**src/rtl/l2_line_adapter.sv**
```systemverilog
// Purpose: turns line-wide L2 read/write requests into BEATS-beat bursts on the narrow memory bus, and back.
// Latency: request to resp_o is BEATS+1 cycles without stalls; each resp_i=0 cycle in a burst adds one cycle.
// Backpressure: resp_i=0 holds the beat counter and data; requests are accepted only in IDLE.
module l2_line_adapter #(
  parameter int LINE_WIDTH  = 256,
  parameter int BURST_WIDTH = 64,
  parameter int ADDR_WIDTH  = 32
) (
  input  logic                   clk,
  input  logic                   rst_n,
  input  logic                   read_i,
  input  logic                   write_i,
  input  logic [ADDR_WIDTH-1:0]  address_i,
  input  logic [LINE_WIDTH-1:0]  line_i,
  output logic [LINE_WIDTH-1:0]  line_o,
  output logic                   resp_o,
  input  logic [BURST_WIDTH-1:0] burst_i,
  output logic [BURST_WIDTH-1:0] burst_o,
  output logic [ADDR_WIDTH-1:0]  address_o,
  output logic                   read_o,
  output logic                   write_o,
  input  logic                   resp_i
);

  localparam int BEATS = LINE_WIDTH / BURST_WIDTH;
  localparam int CW    = (BEATS > 1) ? $clog2(BEATS) : 1;
  localparam int OFF   = $clog2(LINE_WIDTH / 8);
  // Clears the byte-within-line bits so memory always sees a line-aligned address.
  localparam logic [ADDR_WIDTH-1:0] ALIGN_MASK =
    ~((ADDR_WIDTH'(1) << OFF) - ADDR_WIDTH'(1));
  localparam logic [CW-1:0] LAST = CW'(BEATS - 1);

  typedef enum logic [1:0] {
    IDLE     = 2'd0,
    RD_BURST = 2'd1,
    WR_BURST = 2'd2,
    DONE     = 2'd3
  } state_t;

  state_t                            state;
  state_t                            next;
  logic [CW-1:0]                     cnt;
  logic [ADDR_WIDTH-1:0]             addr_q;
  logic [BEATS-1:0][BURST_WIDTH-1:0] wdat_q;
  logic [BEATS-1:0][BURST_WIDTH-1:0] rdat_q;
  logic                              last_beat;

  assign last_beat = resp_i && (cnt == LAST);

  // Every output is a register or a decode of state, never of a live input.
  assign read_o    = (state == RD_BURST);
  assign write_o   = (state == WR_BURST);
  assign resp_o    = (state == DONE);
  assign address_o = addr_q;
  assign line_o    = rdat_q;
  assign burst_o   = (state == WR_BURST) ? wdat_q[cnt] : '0;

  // State register; reset aborts any burst without a completion pulse.
  always_ff @(posedge clk or negedge rst_n) begin
    if (!rst_n) state <= IDLE;
    else        state <= next;
  end

  // Next-state decode; write wins over read when both are requested.
  always_comb begin
    next = state;
    case (state)
      IDLE: begin
        if (write_i)     next = WR_BURST;
        else if (read_i) next = RD_BURST;
      end
      RD_BURST: if (last_beat) next = DONE;
      WR_BURST: if (last_beat) next = DONE;
      DONE:     next = IDLE;
      default:  next = IDLE;
    endcase
  end

  // Datapath: latch request, count beats, assemble the read line beat by beat.
  always_ff @(posedge clk or negedge rst_n) begin
    if (!rst_n) begin
      cnt    <= '0;
      addr_q <= '0;
      wdat_q <= '0;
      rdat_q <= '0;
    end else begin
      case (state)
        IDLE: begin
          if (write_i || read_i) begin
            addr_q <= address_i & ALIGN_MASK;
            cnt    <= '0;
          end
          if (write_i) wdat_q <= line_i;
        end
        RD_BURST: begin
          if (resp_i) begin
            rdat_q[cnt] <= burst_i;
            // Hold on the final beat so the counter never wraps inside a burst.
            if (cnt != LAST) cnt <= cnt + CW'(1);
          end
        end
        WR_BURST: begin
          if (resp_i && (cnt != LAST)) cnt <= cnt + CW'(1);
        end
        default: ;
      endcase
    end
  end

endmodule

```
**config.mk**
```make
export PLATFORM = sky130hd
export DESIGN_NAME = l2_line_adapter
export DESIGN_NICKNAME = d
export VERILOG_FILES = /design/src/rtl/l2_line_adapter.sv
export SDC_FILE = /design/constraint.sdc
export NUM_CORES = 1
export LEC_CHECK = 0
export CAP_MARGIN = 25
export CORE_MARGIN = 1.5
export CORE_UTILIZATION = 30
export DETAILED_ROUTE_END_ITERATION = 7
export SYNTH_ARGS = -nofsm -noshare
export SYNTH_HDL_FRONTEND = slang
export SYNTH_SLANG_ARGS = --single-unit
```
**constraint.sdc**
```tcl
create_clock -name clk -period 3.3 [get_ports clk]
set_clock_uncertainty 0.05 [all_clocks]
set_input_delay 0.825 -clock clk [delete_from_list [all_inputs] [get_ports clk]]
set_output_delay 0.825 -clock clk [all_outputs]
set_load 0.01 [all_outputs]
```
==> flow_metrics.tcl <==
set metrics [dict create \
    synth.lib_cells_used.distinct 21 \
    global_route.usage.met2 0.306 \
    first_drt_pass_iteration_count 4 \
    area_overhead_vs_synth_pct 49.1 \
    hpwl_reported_at_the_end_of_detailed_placement_mm 50.2 \
    detail_route.wl_per_cell_um 21.9 \
    p_int_mw 22.6 \
    die_x_um 276 \
    vias 14300 \
    vdd_drop_max_mv 0.500 \
    critical-path-top-cell-by-count "sky130_fd_sc_hd__buf_6" \
    detail_route.drc_violations 0 \
    critPathSlowestCell "sky130_fd_sc_hd__dfrtp_4" \
    route.detailed.vias_per_inst 4.59 \
    yosysSeqAreaShare 0.609 \
    critPathArrivalTime_ns 2.34 \
    timing_worst_setup_path_type "register to primary output" \
    synthesis.area_per_instance_um2 16.7 \
    grtUsageMet1 0.201 \
    worst_path_cell_trace "buf_12 -> buf_6 -> buf_16 -> buf_6 -> mux4_2 -> and2_4 -> buf_6" \
    setup.worst_path.start "cnt[0]$_DFFE_PN0P_" \
    max_freq_mhz 311 \
    start_kind "register" \
    io_buffers 701 \
    maxSlewViolCount 0 \
    grt_pass1_vias 15800 \
    switching_power_mw 9.51 \
    swShare 0.296 \
    rr_worst_depth 8 \
    final_cell_mix "636 x sky130_fd_sc_hd__clkdlybuf4s50_1, 541 x sky130_fd_sc_hd__dfrtp_1, 540 x sky130_fd_sc_hd__mux2_2" \
    yosysTopAreaCell "sky130_fd_sc_hd__dfrtp_1" \
    cell_chosen_for_the_clock_root "sky130_fd_sc_hd__clkbuf_16" \
    comb_power_share 0.419 \
    deepest_clock_path_buffer_count 3 \
    boundaryPins 712 \
    grt_start_max_net_pins 90 \
    postLayoutCoreUtil 0.454 \
    drv.max_cap_violation_count 0 \
    worst_slew_pin_slew_ns 0.922 \
    yosys_warnings 0 \
    cts_made_buffers 59 \
    max-slew-margin-rel 0.385 \
    gpl_congestion 0.805 \
    grt_setup_unrepaired "yes" \
    proportion_of_layout_cells_with_a_drive_suffix_above_1 0.402 \
    result_of_the_run "finished clean" \
    synth_largest_type_area_fraction 0.609 \
    cts_tree "yes" \
    yosys_register_bits 543 \
    hold_path.class "input pin to asynchronous set/reset pin" \
    crit-reg2reg-launch "cnt[0]$_DFFE_PN0P_" \
    synth.area.top_cells "sky130_fd_sc_hd__dfrtp_1 61%, sky130_fd_sc_hd__mux2_2 27%, sky130_fd_sc_hd__mux4_2 6.5%" \
    timing.final.hold_violations 0 \
    finalSetupViolCount 0 \
    drtIter0Drc 523 \
    power.leakage_nw 14.3 \
    overflow 0 \
    finalWirelength_mm 68.4 \
    cp.required_ns 2.42 \
    grt_pass1_wl_mm 99.8 \
    core_region_area_um2 73200 \
    design.final.nets 2465 \
    die_h_um 276 \
    synthesis.instances 1332 \
    grt_util_met3 0.0425 \
    filler_cell_count 6502 \
    end_kind "primary output" \
    cp_max_fo 5 \
    postLayoutSetupSlackWorst_ns 0.0845 \
    gr-max-usage-layer "met2" \
    numClockSinks 543 \
    detailedPlace.worstSlack_ns 0.347 \
    final.min_clock_period_ns 3.22 \
    mostFrequentLayoutCell "sky130_fd_sc_hd__clkdlybuf4s50_1" \
    antenna_found_initial 12 \
    initial_core_util 0.305 \
    register_to_register_setup_slack_ns 0.78 \
    part_of_the_cycle_the_worst_path_needs 0.974 \
    fp.dieArea_um2 76000 \
    seq_power_share 0.360 \
    ratio_of_total_power_to_cell_area_nw_per_um2 965 \
    rows 99 \
    grtUsageTotal 0.175 \
    worst_setup_hold_path_clk_slew_ns 0.06 \
    clock_insertion_delay_worst_skew_ns 0.59 \
    synth.cell_area_um2 22300 \
    route.antenna.remaining_nets 0 \
    critical_path.max_stage_delay_ns 0.49 \
    worst_r2r_endpoint "line_o[217]$_DFFE_PN0P_" \
    share_clk_of_total_power 0.221 \
    cts_max_level 2 \
]
==> synthesized netlist by cell type <==
cell,number
sky130_fd_sc_hd__mux4_2,64
sky130_fd_sc_hd__o21ai_2,1
sky130_fd_sc_hd__o21ai_0,2
sky130_fd_sc_hd__buf_4,7
sky130_fd_sc_hd__a22oi_1,1
sky130_fd_sc_hd__a31oi_1,1
sky130_fd_sc_hd__a221oi_1,1
sky130_fd_sc_hd__nor2_1,2
sky130_fd_sc_hd__and2_1,64
sky130_fd_sc_hd__ha_1,10
sky130_fd_sc_hd__mux2i_1,2
sky130_fd_sc_hd__conb_1,1
sky130_fd_sc_hd__nand3_2,4
sky130_fd_sc_hd__mux2_2,540
sky130_fd_sc_hd__dfrtp_1,543
sky130_fd_sc_hd__nand3_1,1
sky130_fd_sc_hd__buf_2,55
sky130_fd_sc_hd__inv_1,6
sky130_fd_sc_hd__clkbuf_1,8
sky130_fd_sc_hd__nand2_1,7
sky130_fd_sc_hd__buf_6,12
==> kinds of logic after synthesis <==
group | Yosys count | synth area share
and+or+nand+nor | 78 | 0.0215
DFF | 543 | 0.609
adders and majority gates | 10 | 0.00561
muxes | 606 | 0.338
other | 1 | 0.000168
buffers and inverters | 88 | 0.0231
AOI/OAI and AO/OA | 6 | 0.00185
==> per-stage QoR <==
| stage | instances | setup TNS (ns) | power (mW) | area [µm²] | hold slack, ns |
|---|---|---|---|---|---|
| after floorplan | 1336 | 0 | 18.0 | 22300 | 0.424 |
| after global placement | 2975 | 0 | 24.6 | 30900 | 0.432 |
| after detailed placement | 2975 | 0 | 25.0 | 30900 | 0.438 |
| after CTS | 3102 | -0.156 | 32.5 | 33200 | 0.249 |
| after global routing | 3118 | -0.0323 | 33.9 | 33200 | 0.227 |
| final | 3118 | 0 | 32.1 | 33200 | 0.210 |
==> state kept, by name, indices dropped and copies added (netlist names) <==
name	flops
wdat_q	256
state	2
address_o	27
cnt	2
line_o	256
==> power by group through the flow <==
stage | Sequential, mW | Clock [mW] | Combinational (mW)
finish | 11.5 | 7.10 | 13.4
global route | 11.9 | 7.60 | 14.4
CTS | 11.5 | 7.32 | 13.6
detailed placement | 11.7 | 0 | 13.3
global placement | 11.5 | 0 | 13.1
floorplan | 11.9 | 0 | 6.11
==> critical path: cells and delay by family, from the launching register on <==
kind                   cells  cell delay (ns)
buffers and inverters      5             0.66
DFF                        1             0.49
muxes                      1             0.41
and+or+nand+nor            1             0.18
==> worst max-delay path by stage <==
stage,depth (start not counted),slack (ns),end
after floorplan,4,1.02,burst_o[0]
after global placement,4,0.36,wdat_q[246]$_DFFE_PN0P_
after detailed placement,4,0.35,wdat_q[184]$_DFFE_PN0P_
after CTS,8,-0.06,burst_o[32]
after global routing,6,-0.02,burst_o[39]
final,7,0.08,burst_o[43]
==> metal layers <==
metal / vias up / share of wire / wire [µm]
met1: 7415 / 0.38 / 26100
met4: 0 / 0.034 / 2340
li1: 6342 / - / -
met5: - / 0 / 0
met2: 431 / 0.52 / 35800
met3: 123 / 0.061 / 4160
==> area by class of cell <==
cell class	instances	area, µm²	area share
diodes	11	27.5	0.000828
clock buffers	84	1800	0.0542
clock inverters	27	328	0.00986
inverters	6	22.5	0.000678
multi-input cells	705	8280	0.249
flip-flops and latches	543	13600	0.409
well taps	959	1200	0.0361
repair buffers	783	7980	0.240
==> timing repair <==
item	CTS	global route
gates resized for setup	185	53
endpoints found under the setup margin	65	50
setup buffers	12	4
gates cloned	4	3
pin swaps	5	2
hold buffers	0	0
Note: power is estimated with default switching activity, not from simulation.
